[config.mk]
export PLATFORM = sky130hd
export DESIGN_NAME = second_vector_vxv_reader
export DESIGN_NICKNAME = d
export VERILOG_FILES = /design/src/rtl/second_vector_vxv_reader.sv
export SDC_FILE = /design/constraint.sdc
export NUM_CORES = 1
export LEC_CHECK = 0
export CAP_MARGIN = 20
export CORE_AREA = 2 2 303 305
export DETAILED_ROUTE_END_ITERATION = 12
export DIE_AREA = 0 0 305 307
export GPL_TIMING_DRIVEN = 0
export HOLD_SLACK_MARGIN = 0.05
export PLACE_DENSITY = 0.5
export SYNTH_ARGS = -nofsm -noshare
export SYNTH_HDL_FRONTEND = slang
export SYNTH_SLANG_ARGS = --single-unit
[constraint.sdc]
create_clock -name clk -period 2.5 [get_ports clk]
set_clock_uncertainty 0.05 [all_clocks]
set_input_delay 0.5 -clock clk [delete_from_list [all_inputs] [get_ports clk]]
set_output_delay 0.5 -clock clk [all_outputs]
set_load 0.01 [all_outputs]
[src/rtl/second_vector_vxv_reader.sv]
// Snapshots the padded second-vector word on start and streams it to the VxV array
// as no_of_units-element chunks, element 0 of the vector in the most significant lane.
module second_vector_vxv_reader #(
    parameter int number_of_equations_per_cluster = 9,
    parameter int element_width                   = 32,
    parameter int no_of_units                     = 8,
    parameter int chunk_index_width               = 8,
    localparam int additional       = no_of_units - (number_of_equations_per_cluster % no_of_units),
    localparam int total            = number_of_equations_per_cluster + additional,
    localparam int number_of_chunks = total / no_of_units,
    localparam int WordWidth        = element_width * total,
    localparam int ChunkWidth       = element_width * no_of_units
) (
    input  logic                         clk,
    input  logic                         reset_n,
    input  logic                         start,
    input  logic [WordWidth-1:0]         memory_output,
    input  logic                         chunk_ready,
    output logic [ChunkWidth-1:0]        chunk_data,
    output logic                         chunk_valid,
    output logic [chunk_index_width-1:0] chunk_index,
    output logic                         last_chunk,
    output logic                         busy,
    output logic                         done
);

    localparam logic [chunk_index_width-1:0] LastIndex = chunk_index_width'(number_of_chunks - 1);

    typedef enum logic [1:0] {
        IDLE,
        STREAM,
        FIN
    } state_e;

    state_e                         state_q, state_d;
    logic [WordWidth-1:0]           snapshot_q, snapshot_d;
    logic [chunk_index_width-1:0]   chunk_index_q, chunk_index_d;
    logic [WordWidth-1:0]           shifted_window;
    logic                           handshake;

    always_ff @(posedge clk or negedge reset_n) begin
        if (!reset_n) begin
            state_q       <= IDLE;
            snapshot_q    <= '0;
            chunk_index_q <= '0;
        end else begin
            state_q       <= state_d;
            snapshot_q    <= snapshot_d;
            chunk_index_q <= chunk_index_d;
        end
    end

    assign handshake = chunk_valid & chunk_ready;

    always_comb begin
        state_d       = state_q;
        snapshot_d    = snapshot_q;
        chunk_index_d = chunk_index_q;
        unique case (state_q)
            IDLE: begin
                if (start) begin
                    snapshot_d    = memory_output;
                    chunk_index_d = '0;
                    state_d       = STREAM;
                end
            end
            STREAM: begin
                if (handshake) begin
                    if (chunk_index_q == LastIndex) begin
                        chunk_index_d = '0;
                        state_d       = FIN;
                    end else begin
                        chunk_index_d = chunk_index_q + 1'b1;
                    end
                end
            end
            FIN: begin
                state_d = IDLE;
            end
            default: begin
                state_d = IDLE;
            end
        endcase
    end

    // Shifting the current chunk up to the MSB end keeps the slice position constant.
    assign shifted_window = snapshot_q << (ChunkWidth * chunk_index_q);

    assign chunk_valid = (state_q == STREAM);
    assign busy        = (state_q != IDLE);
    assign done        = (state_q == FIN);
    assign chunk_index = chunk_index_q;
    assign last_chunk  = chunk_valid & (chunk_index_q == LastIndex);
    assign chunk_data  = chunk_valid ? shifted_window[WordWidth-1 -: ChunkWidth] : '0;

endmodule

==> impl_metrics.yaml, run 1 <==
flow_run:
  maxCapViolations: 0
floorplanning:
  die_w_um: 305
  core_mm2: 0.0907
  die_area_mm2: 0.0936
  die_h_um: 307
  initial_utilization: 0.262
  num_rows: 111
  ios: 784
placed_design:
  dp_hpwl_mm: 68.0
  pre_cts_ws_ps: -1520
  io_buffer_count: 783
  dpl.cell_count: 3684
  gp_congestion: 0.851
global_route:
  antenna_found_initial: 36
  grt_pass1_wl_mm: 128
  grt_util_all_layers: 0.184
  grt_pass1_vias: 18800
  grt_max_degree: 113
  overflow: 0
finish:
  multi_input_area_mm2: 0.0102
  nets: 3099
  finalNonFillerCells: 3842
  fillers: 8689
  drive_above_1_share: 0.283
  area.growth.synth_to_final_pct: 51.4
  seq_area_mm2: 0.0131
drt:
  final_antenna_net_count: 0
  drc: 0
  drtIter0Drc: 665
  viasPerCell: 4.45
  wl_per_cell_um: 23.2
  drtPass1Iterations: 4
  wl_mm: 89.3
  vias: 17100
clock_tree:
  cts_buffers: 66
  cts_htree_levels: 3
  cts.reportedPaths.clkPinSlew_ps: 60
  cts_tree: "done"
  cts.sinks: 522
  cts-root-buf: "clkbuf_16"
  worst_skew_pair.late_latency_ps: 610
  clock_path_buffers: 3
sta:
  whs_ps: 398
  rsz0062_at_grt: "true"
  relSlewSlack: 0.568
  fin_ws_ps: -559
  final_max_slew_viol_count: 0
  setup_viol: 258
  finalSetupTns_ps: -116730
  finalHoldViolCount: 0
  fmax_ghz: 0.327
  period_share: 1.22
  tightest_slew_ps: 648
  finalCriticalPeriod_ps: 3060
power_and_ir_drop:
  pwr-share-comb: 0.517
  cellPowerDensity_mw_per_mm2: 1400
  peakVddDrop_uv: 646
  p_switching_w: 0.0194
  clkPwrFrac: 0.186
  seq_power_share: 0.297
  switching_share: 0.385
  total_leakage_power_nw: 15.3
  p_total_w: 0.0504
  p_int_w: 0.0310
synth:
  synth-seq-area-share: 0.550
  synth_warnings: 0
  synth.cell_area_mm2: 0.0238
  synth_nets: 2228
  netlist_instances: 1710
  synth_edf_count: 0
  synth_cell_types: 34
  yosysMostFrequentCell: "dfrtp_1"
  syn_area_per_cell_um2: 13.9
  ys_ff_latch: 522
  synth_common_cells: "dfrtp_1, mux2_1, nor2_1"
  synth.top_cells.by_area: "dfrtp_1, mux2_1, mux2i_1"
  synth_area_leader_cell: "dfrtp_1"
  async_flop_share: 1.00
  synth_top_area_frac: 0.550
  ys.flop_type: "dfrtp_1"
worst_setup_path:
  reg2reg_from: "state_q[1]"
  endpoint_kind: "primary output"
  worst_setup_path_start_kind: "flip-flop"
  reg2regPathDepth: 7
  cp.required_ps: 1950
  crit_arrival_ps: 2510
  reg2reg_to: "snapshot_q[477]"
  ff2ff_setup_slack_ps: 360
  cp_max_fo: 10
  crit_type: "flip-flop to primary output"
hold_path:
  hold_class: "primary input to async pin"
status:
  violations: "negative setup slack"
  status: "finished with violations"
## placed cells by master, fill, tap and decap left out, types with 2 or more instances in the layout
cell type          n
buf_12            19
buf_16             5
buf_2            139
buf_4             42
buf_6             78
buf_8             52
clkbuf_1          11
clkbuf_16         71
clkbuf_2          23
clkbuf_4          12
clkbuf_8          24
clkdlybuf4s15_2    2
clkdlybuf4s50_1  525
clkinv_2          13
dfrtp_1          520
dfrtp_2            2
diode_2           28
dlygate4sd2_1      7
ha_1               2
inv_1              2
inv_16             3
inv_6              4
mux2_1           409
mux2_2           103
mux2i_1          255
mux2i_2            2
nand2_1            3
nand3_1            4
nand4_1            4
nor2_1           119
nor2_2            92
nor2_4            52
nor2b_1            2
nor3_1             2
o2bb2ai_1          2
xnor2_1            5
## state kept, by name, indices dropped and copies added, names as in the netlist
name         count
snapshot_q     512
chunk_index      8
state_q          2
## stage by stage
stage          cell area [um2]  utilization
2_1_floorplan            23800            -
3_3_place_gp             33100        0.365
3_5_place_dp             33200        0.366
4_1_cts                  35600        0.393
5_1_grt                  36000        0.397
6_report                 36000        0.397
## metal layers
metal,part of all wire,vias up,GRT usage
li1,-,7752,-
met1,0.40,8692,0.213
met3,0.059,160,0.0506
met5,0.00096,-,0
met2,0.51,480,0.319
met4,0.032,14,0.0789
## how the worst max path moves through the flow
stage               cells after the start               to      startpoint
floorplan                               5  chunk_data[100]  chunk_index[2]
finish                                  8   chunk_data[69]  chunk_index[3]
CTS                                     6   chunk_data[29]  chunk_index[4]
global placement                        1  snapshot_q[458]         reset_n
global route                            8  chunk_data[111]  chunk_index[3]
detailed placement                      6   chunk_data[47]  chunk_index[3]
## area by class of cell
cell class	instances	share of cell area
multi-input cells	1070	0.285
inverters	2	0.000209
repair buffers	804	0.206
well taps	1186	0.0412
flip-flops and latches	522	0.363
diodes	28	0.00195
clock inverters	22	0.00553
clock buffers	93	0.0532
plain buffers	115	0.0442
## power groups by stage
stage,sequential [W],clock (W),combinational (W)
floorplan,0.0143,0,0.0128
global placement,0.0150,0,0.0243
detailed placement,0.0151,0,0.0245
CTS,0.0150,0.00969,0.0242
global route,0.0155,0.0100,0.0279
finish,0.0150,0.00937,0.0260
## critical path: stages (launching register included)
cell and delay, ps:
dfrtp_2 430, nor4_4 340, nand4_1 150, buf_6 160
buf_12 150, clkbuf_16 190, buf_12 170, nor2_4 150
buf_6 130
## what timing repair did
item | CTS | global route
hold endpoints to repair | 58 | 0
cloned | 0 | 6
pin swaps | 2 | 20
hold buffers | 1 | 0
setup endpoints to repair | 259 | 259
resized for setup | 870 | 588
buffers inserted | 5 | 4
## logic make-up (layout without fill, tap and decap cells)
kind of cell / Yosys count / in the layout / share of synthesized area
AOI/OAI and AO/OA: 6 / 6 / 0.00179
xor gates and xnor gates: 5 / 5 / 0.00184
adders and majority gates: 2 / 2 / 0.00105
buffers and inverters: 118 / 1036 / 0.0466
DFF: 522 / 522 / 0.550
muxes: 769 / 769 / 0.351
other: 0 / 28 / 0
and+or+nand+nor: 288 / 288 / 0.0484
(Power assumes the default switching activity.)
==> inputs of run 2 (changes only) <==
--- a/config.mk
+++ b/config.mk
@@ -5,7 +5,7 @@
 export SDC_FILE = /design/constraint.sdc
 export NUM_CORES = 1
 export LEC_CHECK = 0
-export CAP_MARGIN = 20
+export CAP_MARGIN = 40
 export CORE_AREA = 2 2 303 305
 export DETAILED_ROUTE_END_ITERATION = 12
 export DIE_AREA = 0 0 305 307
==> impl_metrics.yaml, run 2 (synthesized netlist as in run 1, its figures left out) <==
status:
  status: "finished with violations"
  violations: "negative setup slack"
sta:
  setup_viol: 259
  fin_ws_ps: -504
  relSlewSlack: 0.553
  finalHoldViolCount: 0
  fmax_ghz: 0.333
  rsz0062_at_grt: "true"
  finalCriticalPeriod_ps: 3000
  tightest_slew_ps: 671
  period_share: 1.20
  final_max_slew_viol_count: 0
power_and_ir_drop:
  peakVddDrop_uv: 686
  cellPowerDensity_mw_per_mm2: 1400
  p_total_w: 0.0505
  total_leakage_power_nw: 15.3
global_route:
  grt_pass1_wl_mm: 128
  grt_pass1_vias: 18900
  grt_max_degree: 113
  met3_usage: 0.0535
  grt_util_all_layers: 0.185
  grtUsageMet1: 0.214
  gr-usage-met2: 0.320
  top_usage_layer: "met2"
  antenna_found_initial: 33
  overflow: 0
drt:
  viasPerCell: 4.41
  drc: 0
  wl_per_cell_um: 23.0
  wl_mm: 88.5
  final_antenna_net_count: 0
  vias: 16900
  drtIter0Drc: 604
  drtPass1Iterations: 4
floorplanning:
  die_area_mm2: 0.0936
  die_h_um: 307
  ios: 784
  initial_utilization: 0.262
  num_rows: 111
  core_mm2: 0.0907
  die_w_um: 305
finish:
  nets: 3101
  fillers: 8722
  multi_input_area_mm2: 0.0102
  drive_above_1_share: 0.265
  final_cell_mix: "clkdlybuf4s50_1, dfrtp_1, mux2_1"
  seq_area_mm2: 0.0131
  largest_reg_flops: 512
  top_register: "snapshot_q"
  area.growth.synth_to_final_pct: 52.3
  postLayoutCellArea_mm2: 0.0362
  layout_commonest_cell: "clkdlybuf4s50_1"
clock_tree:
  cts-root-buf: "clkbuf_16"
  worst_skew_pair.late_latency_ps: 590
  clock_path_buffers: 3
  cts.reportedPaths.clkPinSlew_ps: 50
  cts.sinks: 522
  cts_htree_levels: 3
  cts_tree: "done"
  cts_buffers: 68
worst_setup_path:
  worst_setup_path_start_kind: "flip-flop"
  crit_arrival_ps: 2450
  ff2ff_setup_slack_ps: 360
  reg2regPathDepth: 7
  cp_max_fo: 10
  endpoint_kind: "primary output"
  cp.required_ps: 1950
  crit_type: "flip-flop to primary output"
placed_design:
  dp_hpwl_mm: 68.1
  gp_congestion: 0.851
  io_buffer_count: 783
  place_area_mm2: 0.0333
flow_run:
  maxCapViolations: 0
hold_path:
  hold_class: "primary input to async pin"
## run 2: cell types whose count changed in the layout (fill, tap and decap cells not counted), sizes merged, moves of 4 or more
cell,previous run,this run
inv,9,3
dlygate4sd2,7,17
clkinv,15,11
clkbuf,141,156
diode,28,23
clkdlybuf4s15,2,34
buf,335,296
## run 2: critical path, cell delays in order (launching register included)
cell,delay (ps)
dfrtp_2,430
nor4_4,320
nand4_1,180
buf_4,190
clkbuf_16,160
buf_12,150
buf_8,160
nor2_1,110
buf_2,160
## run 2: area by class of cell
cell class	instances	share of cell area
diodes	23	0.00159
plain buffers	116	0.0423
clock buffers	110	0.0592
clock inverters	13	0.00259
inverters	2	0.000207
multi-input cells	1070	0.282
flip-flops and latches	522	0.361
well taps	1186	0.0410
repair buffers	803	0.210
## run 2: where the power goes
group / internal [W] / switching (W) / leakage, nW / total [W]
Combinational: 0.0129 / 0.0129 / 8.07 / 0.0258
Clock: 0.00595 / 0.00379 / 1.12 / 0.00974
Sequential: 0.0128 / 0.00223 / 6.16 / 0.0150
## run 2: layer usage
layer | share of wire | wire [um]
met1 | 0.40 | 35100
met5 | 0.0011 | 99
met2 | 0.51 | 45400
met4 | 0.025 | 2250
met3 | 0.064 | 5660
## run 2: final timing paths
| kind | end | startpoint |
|---|---|---|
| worst max-delay path | chunk_data[147] | chunk_index[3] |
| worst min-delay path | snapshot_q[339] | reset_n |
| worst max register to register | snapshot_q[475] | state_q[1] |
| worst min register to register | snapshot_q[226] | snapshot_q[226] |
| max in group asynchronous | snapshot_q[480] | reset_n |
| min in group clk | snapshot_q[226] | snapshot_q[226] |
## run 2: per-stage QoR
| stage | util | hold WS [ps] | setup WS, ps | setup TNS [ps] | instances |
|---|---|---|---|---|---|
| CTS | 0.394 | 394 | -527 | -125270 | 3819 |
| finish | 0.399 | 422 | -504 | -110440 | 3845 |
| global route | 0.399 | 417 | -640 | -144360 | 3845 |
| global placement | 0.365 | 416 | -23510 | - | 3679 |
| detailed placement | 0.367 | 424 | -1330 | -259140 | 3689 |
| floorplan | - | 154 | 340 | 0 | 1710 |
## run 2: repair_timing
action	4_1_cts	5_1_grt
resized for setup	1153	225
hold buffers	1	0
endpoints found under the hold margin	58	0
endpoints found under the setup margin	259	259
setup buffers	6	0
pin swaps	10	19
cloned	0	3
==> inputs of run 3 (changes only) <==
--- a/config.mk
+++ b/config.mk
@@ -5,10 +5,11 @@
 export SDC_FILE = /design/constraint.sdc
 export NUM_CORES = 1
 export LEC_CHECK = 0
+export ABC_AREA = 1
 export CAP_MARGIN = 40
-export CORE_AREA = 2 2 303 305
+export CORE_AREA = 2 2 302 304
 export DETAILED_ROUTE_END_ITERATION = 12
-export DIE_AREA = 0 0 305 307
+export DIE_AREA = 0 0 304 306
 export GPL_TIMING_DRIVEN = 0
 export HOLD_SLACK_MARGIN = 0.05
 export PLACE_DENSITY = 0.5
==> impl_metrics.yaml, run 3 <==
status:
  status: "finished with violations"
  violations: "negative setup slack"
worst_setup_path:
  critPathCapture: "chunk_data[144]"
  cp_max_fo: 8
  crit_path_top_delay_cell: "dfrtp_2"
  cp.required_ps: 1950
  ff2ff_setup_slack_ps: 270
  crit_family: "buffers and inverters"
  crit_arrival_ps: 2250
  cp_num_buf_inv: 5
  startpoint: "chunk_index[2]"
  reg2reg_from: "state_q[1]"
  crit_path_cell_trace: "nor2_4 > inv_1 > nor2_4 > nand3_4 > buf_12 > buf_16 > buf_12 > a21oi_4 > buf_2"
  worst_setup_path_start_kind: "flip-flop"
  reg2reg_to: "snapshot_q[344]"
  slowest_delay_ps: 420
  reg2regPathDepth: 5
  endpoint_kind: "primary output"
  critical_path_depth: 9
  crit_type: "flip-flop to primary output"
synth:
  synth_nets: 2550
  synth_area_leader_cell: "dfrtp_1"
  synth-seq-area-share: 0.556
  synth_top_area_frac: 0.556
  async_flop_share: 1.00
  synth_common_cells: "nand2_1, dfrtp_1, mux2_2"
  synth.top_cells.by_area: "dfrtp_1, mux2_2, nand2_1"
  synth_warnings: 0
  synth.cell_area_mm2: 0.0235
  synth_edf_count: 0
  syn_area_per_cell_um2: 11.6
  synth_cell_types: 24
  yosysMostFrequentCell: "nand2_1"
  ys_ff_latch: 522
  ys.flop_type: "dfrtp_1"
  netlist_instances: 2032
sta:
  period_share: 1.12
  relSlewSlack: 0.510
  rsz0062_at_grt: "true"
  final_max_slew_viol_count: 0
  fin_ws_ps: -305
  finalCriticalPeriod_ps: 2800
  fmax_ghz: 0.357
  finalHoldViolCount: 0
  setup_viol: 256
  tightest_slew_ps: 735
drt:
  drtPass1Iterations: 5
  final_antenna_net_count: 0
  viasPerCell: 4.58
  wl_per_cell_um: 23.1
  drc: 0
  drtIter0Drc: 1025
  vias: 19000
  wl_mm: 96.0
power_and_ir_drop:
  p_total_w: 0.0520
  p_switching_w: 0.0200
  cellPowerDensity_mw_per_mm2: 1410
  peakVddDrop_uv: 811
  total_leakage_power_nw: 15.8
  seq_power_share: 0.290
  pwr-share-comb: 0.522
  switching_share: 0.385
  clkPwrFrac: 0.188
  p_int_w: 0.0319
finish:
  top_register: "snapshot_q"
  layout_commonest_cell: "nand2_1"
  finish.utilization: 0.410
  final_cell_mix: "nand2_1, clkdlybuf4s50_1, dfrtp_1"
  area.growth.synth_to_final_pct: 56.5
  nets: 3431
  largest_reg_flops: 512
  drive_above_1_share: 0.427
  finalNonFillerCells: 4156
floorplanning:
  initial_utilization: 0.262
  core_mm2: 0.0896
  ios: 784
  die_h_um: 306
  die_area_mm2: 0.0930
  die_w_um: 304
  num_rows: 110
global_route:
  grt_max_degree: 119
  grt_pass1_vias: 20600
  grt_util_all_layers: 0.198
  overflow: 0
  grt_pass1_wl_mm: 137
  antenna_found_initial: 29
clock_tree:
  clock_path_buffers: 3
  cts_buffers: 67
  cts.sinks: 522
  worst_skew_pair.late_latency_ps: 600
  cts.reportedPaths.clkPinSlew_ps: 50
  cts_htree_levels: 3
  cts_tree: "done"
  cts-root-buf: "clkbuf_16"
placed_design:
  dpl.cell_count: 3996
  gp_congestion: 0.889
  dp_hpwl_mm: 71.8
  io_buffer_count: 783
hold_path:
  hold_class: "primary input to async pin"
flow_run:
  maxCapViolations: 0
## run 3: cell count changes in the layout (fill, tap and decap cells not counted), moves of 50 or more
cell     before  now
mux2_2      103  512
buf_8        54    4
a21oi_2       0  140
nor2_4       59    3
buf_2       109  160
nand2_1       3  545
mux2i_1     253    0
a21oi_4       0   72
nor2_1      157   11
mux2_1      409    0
## run 3: worst min path at each step
stage / endpoint / slack (ps) / cells after the start
detailed placement: snapshot_q[368] / 440 / 1
global route: snapshot_q[372] / 410 / 2
finish: snapshot_q[372] / 410 / 2
CTS: snapshot_q[120] / 370 / 2
global placement: snapshot_q[507] / 440 / 1
floorplan: chunk_index[0] / 150 / 0
## run 3: power groups by stage
stage	sequential (W)	combinational (W)	clock, W
global placement	0.0151	0.0236	0
finish	0.0150	0.0271	0.00979
CTS	0.0150	0.0236	0.0101
global route	0.0155	0.0290	0.0104
detailed placement	0.0151	0.0239	0
floorplan	0.0143	0.0128	0
## run 3: cells by family (layout without fill, tap and decap cells)
family / Yosys count / after routing / synth area share
buf+inv: 158 / 1088 / 0.0474
other cells: 0 / 18 / 0
xor+xnor: 1 / 1 / 0.000373
mux: 512 / 512 / 0.245
fa+ha+maj: 2 / 2 / 0.00107
simple gates: 575 / 575 / 0.0935
compound gates: 262 / 262 / 0.0561
flops: 522 / 522 / 0.556
## run 3: layout make-up
type                            instances  area (um2)
Antenna cell                           18        45.0
Buffer                                142        1500
Clock buffer                           98        2010
Clock inverter                         20         221
Fill cell                            8645       52800
Inverter                               16        65.1
Multi-Input combinational cell       1352       10700
Sequential cell                       522       13100
Tap cell                             1176        1470
Timing Repair Buffer                  812        7710
## run 3: what timing repair did
item / 4_1_cts / 5_1_grt
setup endpoints to repair: 258 / 324
pin swaps: 2 / 3
resized for setup: 1312 / 323
buffers inserted: 8 / 1
endpoints found under the hold margin: 60 / 0
hold buffers: 1 / 0
gates cloned: 1 / 13
## run 3: routing by layer
| layer | up-vias | GRT usage | part of all wire |
|---|---|---|---|
| li1 | 8656 | - | - |
| met1 | 9607 | 0.223 | 0.39 |
| met2 | 589 | 0.353 | 0.52 |
| met3 | 146 | 0.0574 | 0.065 |
| met4 | 16 | 0.0723 | 0.030 |
| met5 | - | 0 | 0.0012 |
## run 3: per-stage QoR
step | cell area, um2 | setup TNS, ps | hold WS (ps) | worst slack [ps]
after CTS | 35100 | -85100 | 367 | -413
after global placement | 32800 | - | 438 | -23550
final | 36800 | -61130 | 409 | -305
after floorplan | 23500 | 0 | 154 | 539
after global routing | 36800 | -88760 | 414 | -399
after detailed placement | 32900 | -214400 | 443 | -1220
